**src/rtl/ni_req_arbiter.sv**
```systemverilog
// ni_req_arbiter
//   Shares the NI initiator's single output flit channel between the write-request
//   packetizer (AW+W) and the read-request packetizer (AR). Arbitration is
//   round-robin and packet-atomic. Each channel also has an outstanding-transaction
//   limit, and the response path decrements those counts.
//
// Handshake: a source flit moves across the boundary in the cycle where its ready
//   is high. Ready is high only when the granted channel presents valid and the
//   output buffer is not stalled. That same condition is valid_out, the write
//   strobe into the output buffer. Ready is never high without valid.
//
// Ports:
//   clk, rst               NoC clock; synchronous active-high reset
//   wr_flit/valid/tail     write packet stream in;  wr_ready out
//   rd_flit/valid/tail     read packet stream in;   rd_ready out
//   flit_out, valid_out    flit and write strobe to the output buffer
//   stall_in               output buffer full
//   decr_wr, decr_rd       one-cycle pulses: one response completed
//   wr_outs, rd_outs       outstanding transaction counts
//   outs_busy              any transaction outstanding
//   cnt_err                sticky: decrement seen while a count was zero
//   dbg_state, dbg_pref    FSM state (0 idle, 1 write, 2 read) and RR preference (0 write)
module ni_req_arbiter #(
  parameter int FLIT_WIDTH  = 80,
  parameter int MAX_OUTS_WR = 4,  // 1 .. 2**CNT_WD-1
  parameter int MAX_OUTS_RD = 4,  // 1 .. 2**CNT_WD-1
  parameter int CNT_WD      = 3
) (
  input  logic                  clk,
  input  logic                  rst,
  input  logic [FLIT_WIDTH-1:0] wr_flit,
  input  logic                  wr_valid,
  input  logic                  wr_tail,
  output logic                  wr_ready,
  input  logic [FLIT_WIDTH-1:0] rd_flit,
  input  logic                  rd_valid,
  input  logic                  rd_tail,
  output logic                  rd_ready,
  output logic [FLIT_WIDTH-1:0] flit_out,
  output logic                  valid_out,
  input  logic                  stall_in,
  input  logic                  decr_wr,
  input  logic                  decr_rd,
  output logic [CNT_WD-1:0]     wr_outs,
  output logic [CNT_WD-1:0]     rd_outs,
  output logic                  outs_busy,
  output logic                  cnt_err,
  output logic [1:0]            dbg_state,
  output logic                  dbg_pref
);

  typedef enum logic [1:0] {
    IDLE   = 2'd0,
    WR_PKT = 2'd1,
    RD_PKT = 2'd2
  } state_t;

  localparam logic PREF_WR = 1'b0;
  localparam logic PREF_RD = 1'b1;

  localparam logic [CNT_WD-1:0] LIM_WR = CNT_WD'(MAX_OUTS_WR);
  localparam logic [CNT_WD-1:0] LIM_RD = CNT_WD'(MAX_OUTS_RD);
  localparam logic [CNT_WD-1:0] CNT_ONE = CNT_WD'(1);

  state_t state, state_nxt;
  logic   pref, pref_nxt;
  logic   wr_elig, rd_elig;
  logic   wr_inc, rd_inc;

  // The limit is checked only in IDLE. Once a packet is granted it runs to its tail.
  assign wr_elig = wr_valid && (wr_outs < LIM_WR);
  assign rd_elig = rd_valid && (rd_outs < LIM_RD);

  always_ff @(posedge clk) begin
    if (rst) begin
      state <= IDLE;
      pref  <= PREF_WR;
    end else begin
      state <= state_nxt;
      pref  <= pref_nxt;
    end
  end

  always_comb begin
    state_nxt = state;
    pref_nxt  = pref;
    flit_out  = '0;
    valid_out = 1'b0;
    wr_ready  = 1'b0;
    rd_ready  = 1'b0;
    wr_inc    = 1'b0;
    rd_inc    = 1'b0;
    case (state)
      IDLE: begin
        // No transfer here. Each packet pays a one-cycle arbitration bubble.
        if (wr_elig && (!rd_elig || pref == PREF_WR)) begin
          state_nxt = WR_PKT;
        end else if (rd_elig) begin
          state_nxt = RD_PKT;
        end
      end
      WR_PKT: begin
        flit_out  = wr_flit;
        valid_out = wr_valid && !stall_in;
        wr_ready  = valid_out;
        // The preference flips only on a completed tail, never while stalled.
        if (valid_out && wr_tail) begin
          state_nxt = IDLE;
          pref_nxt  = PREF_RD;
          wr_inc    = 1'b1;
        end
      end
      RD_PKT: begin
        flit_out  = rd_flit;
        valid_out = rd_valid && !stall_in;
        rd_ready  = valid_out;
        if (valid_out && rd_tail) begin
          state_nxt = IDLE;
          pref_nxt  = PREF_WR;
          rd_inc    = 1'b1;
        end
      end
      default: state_nxt = IDLE;
    endcase
  end

  // Outstanding counters. When an increment and a decrement arrive together they
  // cancel, even at zero. That case is not an error.
  always_ff @(posedge clk) begin
    if (rst) begin
      wr_outs <= '0;
      rd_outs <= '0;
      cnt_err <= 1'b0;
    end else begin
      case ({wr_inc, decr_wr})
        2'b10: wr_outs <= wr_outs + CNT_ONE;
        2'b01: begin
          if (wr_outs == '0) cnt_err <= 1'b1;
          else               wr_outs <= wr_outs - CNT_ONE;
        end
        default: ;
      endcase
      case ({rd_inc, decr_rd})
        2'b10: rd_outs <= rd_outs + CNT_ONE;
        2'b01: begin
          if (rd_outs == '0) cnt_err <= 1'b1;
          else               rd_outs <= rd_outs - CNT_ONE;
        end
        default: ;
      endcase
    end
  end

  assign outs_busy = (wr_outs != '0) || (rd_outs != '0);
  assign dbg_state = state;
  assign dbg_pref  = pref;

endmodule

```
**config.mk**
```make
export PLATFORM = sky130hd
export DESIGN_NAME = ni_req_arbiter
export DESIGN_NICKNAME = d
export VERILOG_FILES = /design/src/rtl/ni_req_arbiter.sv
export SDC_FILE = /design/constraint.sdc
export NUM_CORES = 1
export LEC_CHECK = 0
export ABC_CLOCK_PERIOD_IN_PS = 5900
export BUFFER_PORTS_ARGS = -buffer_cell sky130_fd_sc_hd__buf_2
export CAP_MARGIN = 30
export CORE_AREA = 2 2 102 104
export CTS_BUF_LIST = sky130_fd_sc_hd__clkbuf_2
export DETAILED_ROUTE_END_ITERATION = 7
export DIE_AREA = 0 0 104 106
export GPL_TIMING_DRIVEN = 1
export MAX_ROUTING_LAYER = met4
export PLACE_DENSITY = 0.58
export SLEW_MARGIN = 25
export SYNTH_ARGS = -nofsm -noshare
export SYNTH_HDL_FRONTEND = slang
export SYNTH_SLANG_ARGS = --single-unit
```
**constraint.sdc**
```tcl
create_clock -name clk -period 5.9 [get_ports clk]
set_input_delay 0.59 -clock clk [delete_from_list [all_inputs] [get_ports clk]]
set_output_delay 0.59 -clock clk [all_outputs]
set_load 0.005 [all_outputs]
```
=== Word-level counts from Yosys, hierarchy flattened ===
Index checks and enable logic that the tools add are counted.

* Output and inout bits: 94
* Bits in registers: 10
* Input bits: 169
* Word-level logic and storage cells: 70

* Equal/unequal tests: 11
* Add/sub/neg operators: 4
* Muxes and demuxes: 24
* Reductions and logical operators: 23
* $lt $le $gt $ge: 2
* Bitwise logic cells: 1

{| class="wikitable"
|+ Operators by type and width
! operator !! number
|-
| $pmux W80 S2 || 1
|-
| $mux W1 || 12
|-
| $pmux W3 S2 || 2
|-
| $mux W2 || 4
|-
| $ne A2 B2 Y1 const B || 4
|-
| $logic_and A1 B1 Y1 || 7
|-
| $add A3 B1 Y3 const B || 2
|-
| $eq A2 B1 Y1 const B || 3
|-
| $eq A2 B2 Y1 const B || 3
|-
| $logic_not A3 Y1 || 2
|-
| $lt A3 B3 Y1 const B || 2
|-
| $mux W3 || 2
|-
| $pmux W2 S3 || 1
|-
| $reduce_and A3 Y1 || 2
|-
| $reduce_bool A2 Y1 || 3
|-
| $reduce_bool A3 Y1 || 2
|-
| $sub A3 B1 Y3 const B || 2
|-
| $pmux W1 S2 || 2
|-
| $reduce_and A2 Y1 || 2
|-
| $ne A3 B3 Y1 const B || 1
|-
| $logic_not A1 Y1 || 2
|-
| $logic_not A2 Y1 || 1
|-
| $logic_or A1 B1 Y1 || 2
|-
| $not A1 Y1 || 1
|}

=== Depth between registers and ports, before layout ===
* Word-level depth: 9
* Depth in mapped cells: 10
* Gate-level depth less buffers: 10

=== Least setup slack after synthesis ===
OpenSTA, ideal clock, no wires.

* Kind: register to register
* Start point: register state[1] (netlist: dbg_state[1])
* End point: register wr_outs[2]
* Stages on the path, launching flop included: 10
* Data required time: 5.767 ns
* Slack: 3.952 ns
* Buffers on the path: 0
* Data arrival time: 1.815 ns
* Library setup time: 0.133 ns
* Period minus slack after synthesis: 1.948 ns
* Path through: dfxtp_1 -> inv_1 -> ha_1 -> nand4b_1 -> nand2_1 -> xnor2_1 -> ha_1 -> nor4_4 -> o21ai_0 -> nor3b_2

* Longest elaborated chain between the ends: 5
* Elaborated cells on any way between the ends: 8
* Those cells by class: eq/ne: 4; mux: 2; reduce/logical: 2

{| class="wikitable"
|+ Ends and longest elaborated chain
! item !! RTL line !! RTL
|-
| from (decl) || 65 || <nowiki>state_t state, state_nxt;</nowiki>
|-
| from (signal assigned) || 79 || <nowiki>state <= state_nxt;</nowiki>
|-
| $eq A2 B1 Y1 (*) || 93 || <nowiki>case (state)</nowiki>
|-
| $mux W1 (*) || 93 ||
|-
| $eq A2 B1 Y1 or $eq A2 B2 Y1 (tied branches) || 135 || <nowiki>case ({wr_inc, decr_wr})</nowiki>
|-
| $ne A2 B2 Y1 (no line) or $reduce_bool A2 Y1 (tied branches) || -- ||
|-
| $reduce_and A2 Y1 (no line) || -- ||
|-
| to (signal assigned) || 136 || <nowiki>2'b10: wr_outs <= wr_outs + CNT_ONE;</nowiki>
|-
| to (signal assigned) || 139 || <nowiki>else wr_outs <= wr_outs - CNT_ONE;</nowiki>
|-
| to (decl) || 44 || <nowiki>output logic [CNT_WD-1:0] wr_outs,</nowiki>
|}

Mark *: on every way between the ends. The rest lies on a longest branch, timed or not.
A chain may end at the register's enable or synchronous reset.

=== Worst setup path after layout ===
* Start point: register state[1] (netlist: dbg_state[1])
* End point: output flit_out[75]

* Longest elaborated chain between the ends: 2
* Elaborated cells on any way between the ends: 3
* Those cells by class: eq/ne: 2; mux: 1

{| class="wikitable"
|+ Ends and longest elaborated chain
! item !! RTL line !! RTL
|-
| $eq A2 B2 Y1 or $eq A2 B1 Y1 (tied branches) || 93 ||
|-
| $pmux W80 S2 (*) || 93 ||
|-
| to (decl) || 39 || <nowiki>output logic [FLIT_WIDTH-1:0] flit_out,</nowiki>
|}

Marks and branches as above.

==> flow_summary.yaml <==
outcome:
  outcome: "finished, final reports clean"
power_and_ir_drop:
  peakVddDrop_mv: 0.120
  p_leak_uw: 0.00165
  power_density_nw_per_um2: 192
grt:
  antenna_found_initial: 3
  grt_pass1_wl_um: 14600
  overflow: 0
  grt_max_degree: 82
  grt_pass1_vias: 2850
  gr-usage-all-layers: 0.162
final_layout:
  stdcell_count: 656
  area_delta_synth_final_pct: 70.9
  layout-drive-gt1-share: 0.538
  nNetsFinal: 692
  final_util: 0.340
timing:
  tightestPinTransition_ns: 0.726
  fmax_mhz: 324
  finalSetupViolCount: 0
  rsz0062_at_grt: "no"
  finalHoldViolCount: 0
  final.period_utilization: 0.524
  tns_ns: 0
  fin_crit_ns: 3.09
  fin_skew_ns: 0.0144
  drv_slew: 0
  worst_slack_ns: 2.81
  max_slew_margin: 0.516
run:
  max-cap-violations: 0
routing:
  final_antenna_net_count: 0
  via_per_inst: 4.68
  vias: 3073
  post_drt_wl_per_cell_um: 14.6
  finalWirelength_um: 9580
  dr.pass1.iters: 5
  drt-initial-drc-count: 241
  drcViolationCount: 0
cts:
  holdBufCountCts: 0
  cts-root-buf: "clkbuf_2"
  cts_tree: "built"
  clk_pin_slew_ns: 0.12
  clkLatencyLatePin_ns: 0.26
  ctsResizeCount: 0
  post_cts_buffers: 0
  cts_sinks: 10
  cts.path.max_buffers: 2
  cts_buffers: 3
  htree_levels: 1
critical_path:
  critPathSlowestCell: "ha_2"
  endpoint_kind: "output pin"
  cp_slowest_stage_delay_ns: 0.68
  cp-start-kind: "flip-flop"
  path_cells: "inv_1 -> ha_2 -> buf_4 -> a22oi_1 -> nor2b_1 -> buf_2"
  worstSetupPathType: "flip-flop to output pin"
  crit_arrival_ns: 2.50
  critPathRequiredTime_ns: 5.31
  crit_fanout: 47
synth:
  synth_top_area_frac: 0.305
  yosys.area_share.simple: 0.400
  ys_types: 33
  synth_ff_type: "dfxtp_1"
  synthMuxAreaShare: 0
  post-synth-top-count-cell: "nor2b_1"
  synth_warnings: 0
  synthAdderAreaFrac: 0.0314
  syn_avg_cell_area_um2: 7.16
  yosys-top-cells-count: "nor2b_1, a22oi_1, clkbuf_1"
  synth.cell_area_um2: 1990
  synth_compound_area_frac: 0.382
  synth_edf_count: 0
  synth.area.top_cells: "a22oi_1, nor2b_1, dfxtp_1"
  synth_top_area_cell: "a22oi_1"
  synth_top_family_by_area: "simple AND/OR/NAND/NOR gates"
  syn-num-nets: 452
  async_flop_share: 0
  ys_ff_latch: 10
  synth_xor_area_frac: 0.0176
  yosysSeqAreaShare: 0.101
  synthCells: 278
floorplanning:
  dieArea_um2: 11000
  start_util: 0.199
  core_um2: 10000
  chipWidth_um: 104
  dieHeight_um: 106
  pin_count: 263
  rows: 37
placement:
  dp_hpwl_um: 7810
  place.gp.congestion: 0.825
  post-place-cells: 649
  portBuffers: 262
  dp_slack_ns: 3.18
min_path:
  hold_path_class: "flip-flop to flip-flop"
[report_power, final]
part,total [µW],internal [µW],switching [µW]
Clock,41.0,14.7,26.2
Sequential,92.5,78.3,14.2
Combinational,521,258,262
[metal layers]
metal | vias up | share of wire | GRT usage
li1 | 1513 | - | -
met1 | 1423 | 0.45 | 0.211
met2 | 125 | 0.48 | 0.263
met3 | 12 | 0.056 | 0.0245
met4 | 0 | 0.016 | 0.0454
met5 | - | 0 | -
[final timing paths]
| check | from | endpoint | slack [ns] | cells past startpoint |
|---|---|---|---|---|
| setup reg to reg | dbg_state[1] | wr_outs[2] | 3.16 | 9 |
| setup / recovery | dbg_state[1] | flit_out[75] | 2.81 | 6 |
| hold / removal | rd_outs[1] | rd_outs[1] | 0.55 | 2 |
| hold reg to reg | rd_outs[1] | rd_outs[1] | 0.55 | 2 |
[stage by stage]
step,hold slack (ns),instance area [µm²],total power (µW)
after floorplan,0.497,1990,437
after global placement,0.509,3370,602
after detailed placement,0.523,3370,610
after CTS,0.543,3380,654
after global routing,0.576,3400,716
final,0.550,3400,654
[layout by cell type, fill, tap and decap left out, types with 3 or more instances in the layout]
master,netlist,layout
a22oi_1,81,81
nand3b_1,3,3
a21oi_1,6,6
nor2b_1,82,82
clkbuf_2,0,3
nor2_1,6,6
nor3_1,6,6
diode_2,0,3
nand2b_1,4,4
xnor2_1,4,4
nand2_1,7,7
nor3b_2,3,3
buf_2,13,262
dfxtp_1,10,10
nand3_1,3,3
o21ai_0,4,4
[critical path, delay by kind of cell (launching register included)]
family                     cells  cell delay (ns)
AOI/OAI and AO/OA              1             0.18
and+or+nand+nor                1             0.16
adders and majority gates      1             0.68
DFF                            1             0.36
buffers and inverters          3             0.81
[registers in the layout, summed over array words and instances (netlist names)]
name	flops
rd_outs	3
dbg_state	2
wr_outs	3
dbg_pref	1
cnt_err	1
[cells by family (layout without fill, tap and decap cells)]
kind of cell,after synthesis,after routing
adder cells (fa/ha/maj),5,5
other,0,3
AND/OR/NAND/NOR,124,124
AO/OA/AOI/OAI,104,104
XOR/XNOR,4,4
buffers and inverters,31,270
flip-flops,10,10
[layout make-up]
class / instances / area [µm²]
Antenna cell: 3 / 7.51
Clock buffer: 3 / 15.0
Clock inverter: 1 / 3.75
Fill cell: 1100 / 6600
Inverter: 2 / 7.51
Multi-Input combinational cell: 237 / 1670
Sequential cell: 10 / 200
Tap cell: 136 / 170
Timing Repair Buffer: 264 / 1330
No activity file was read; power rests on OpenSTA's default activity.
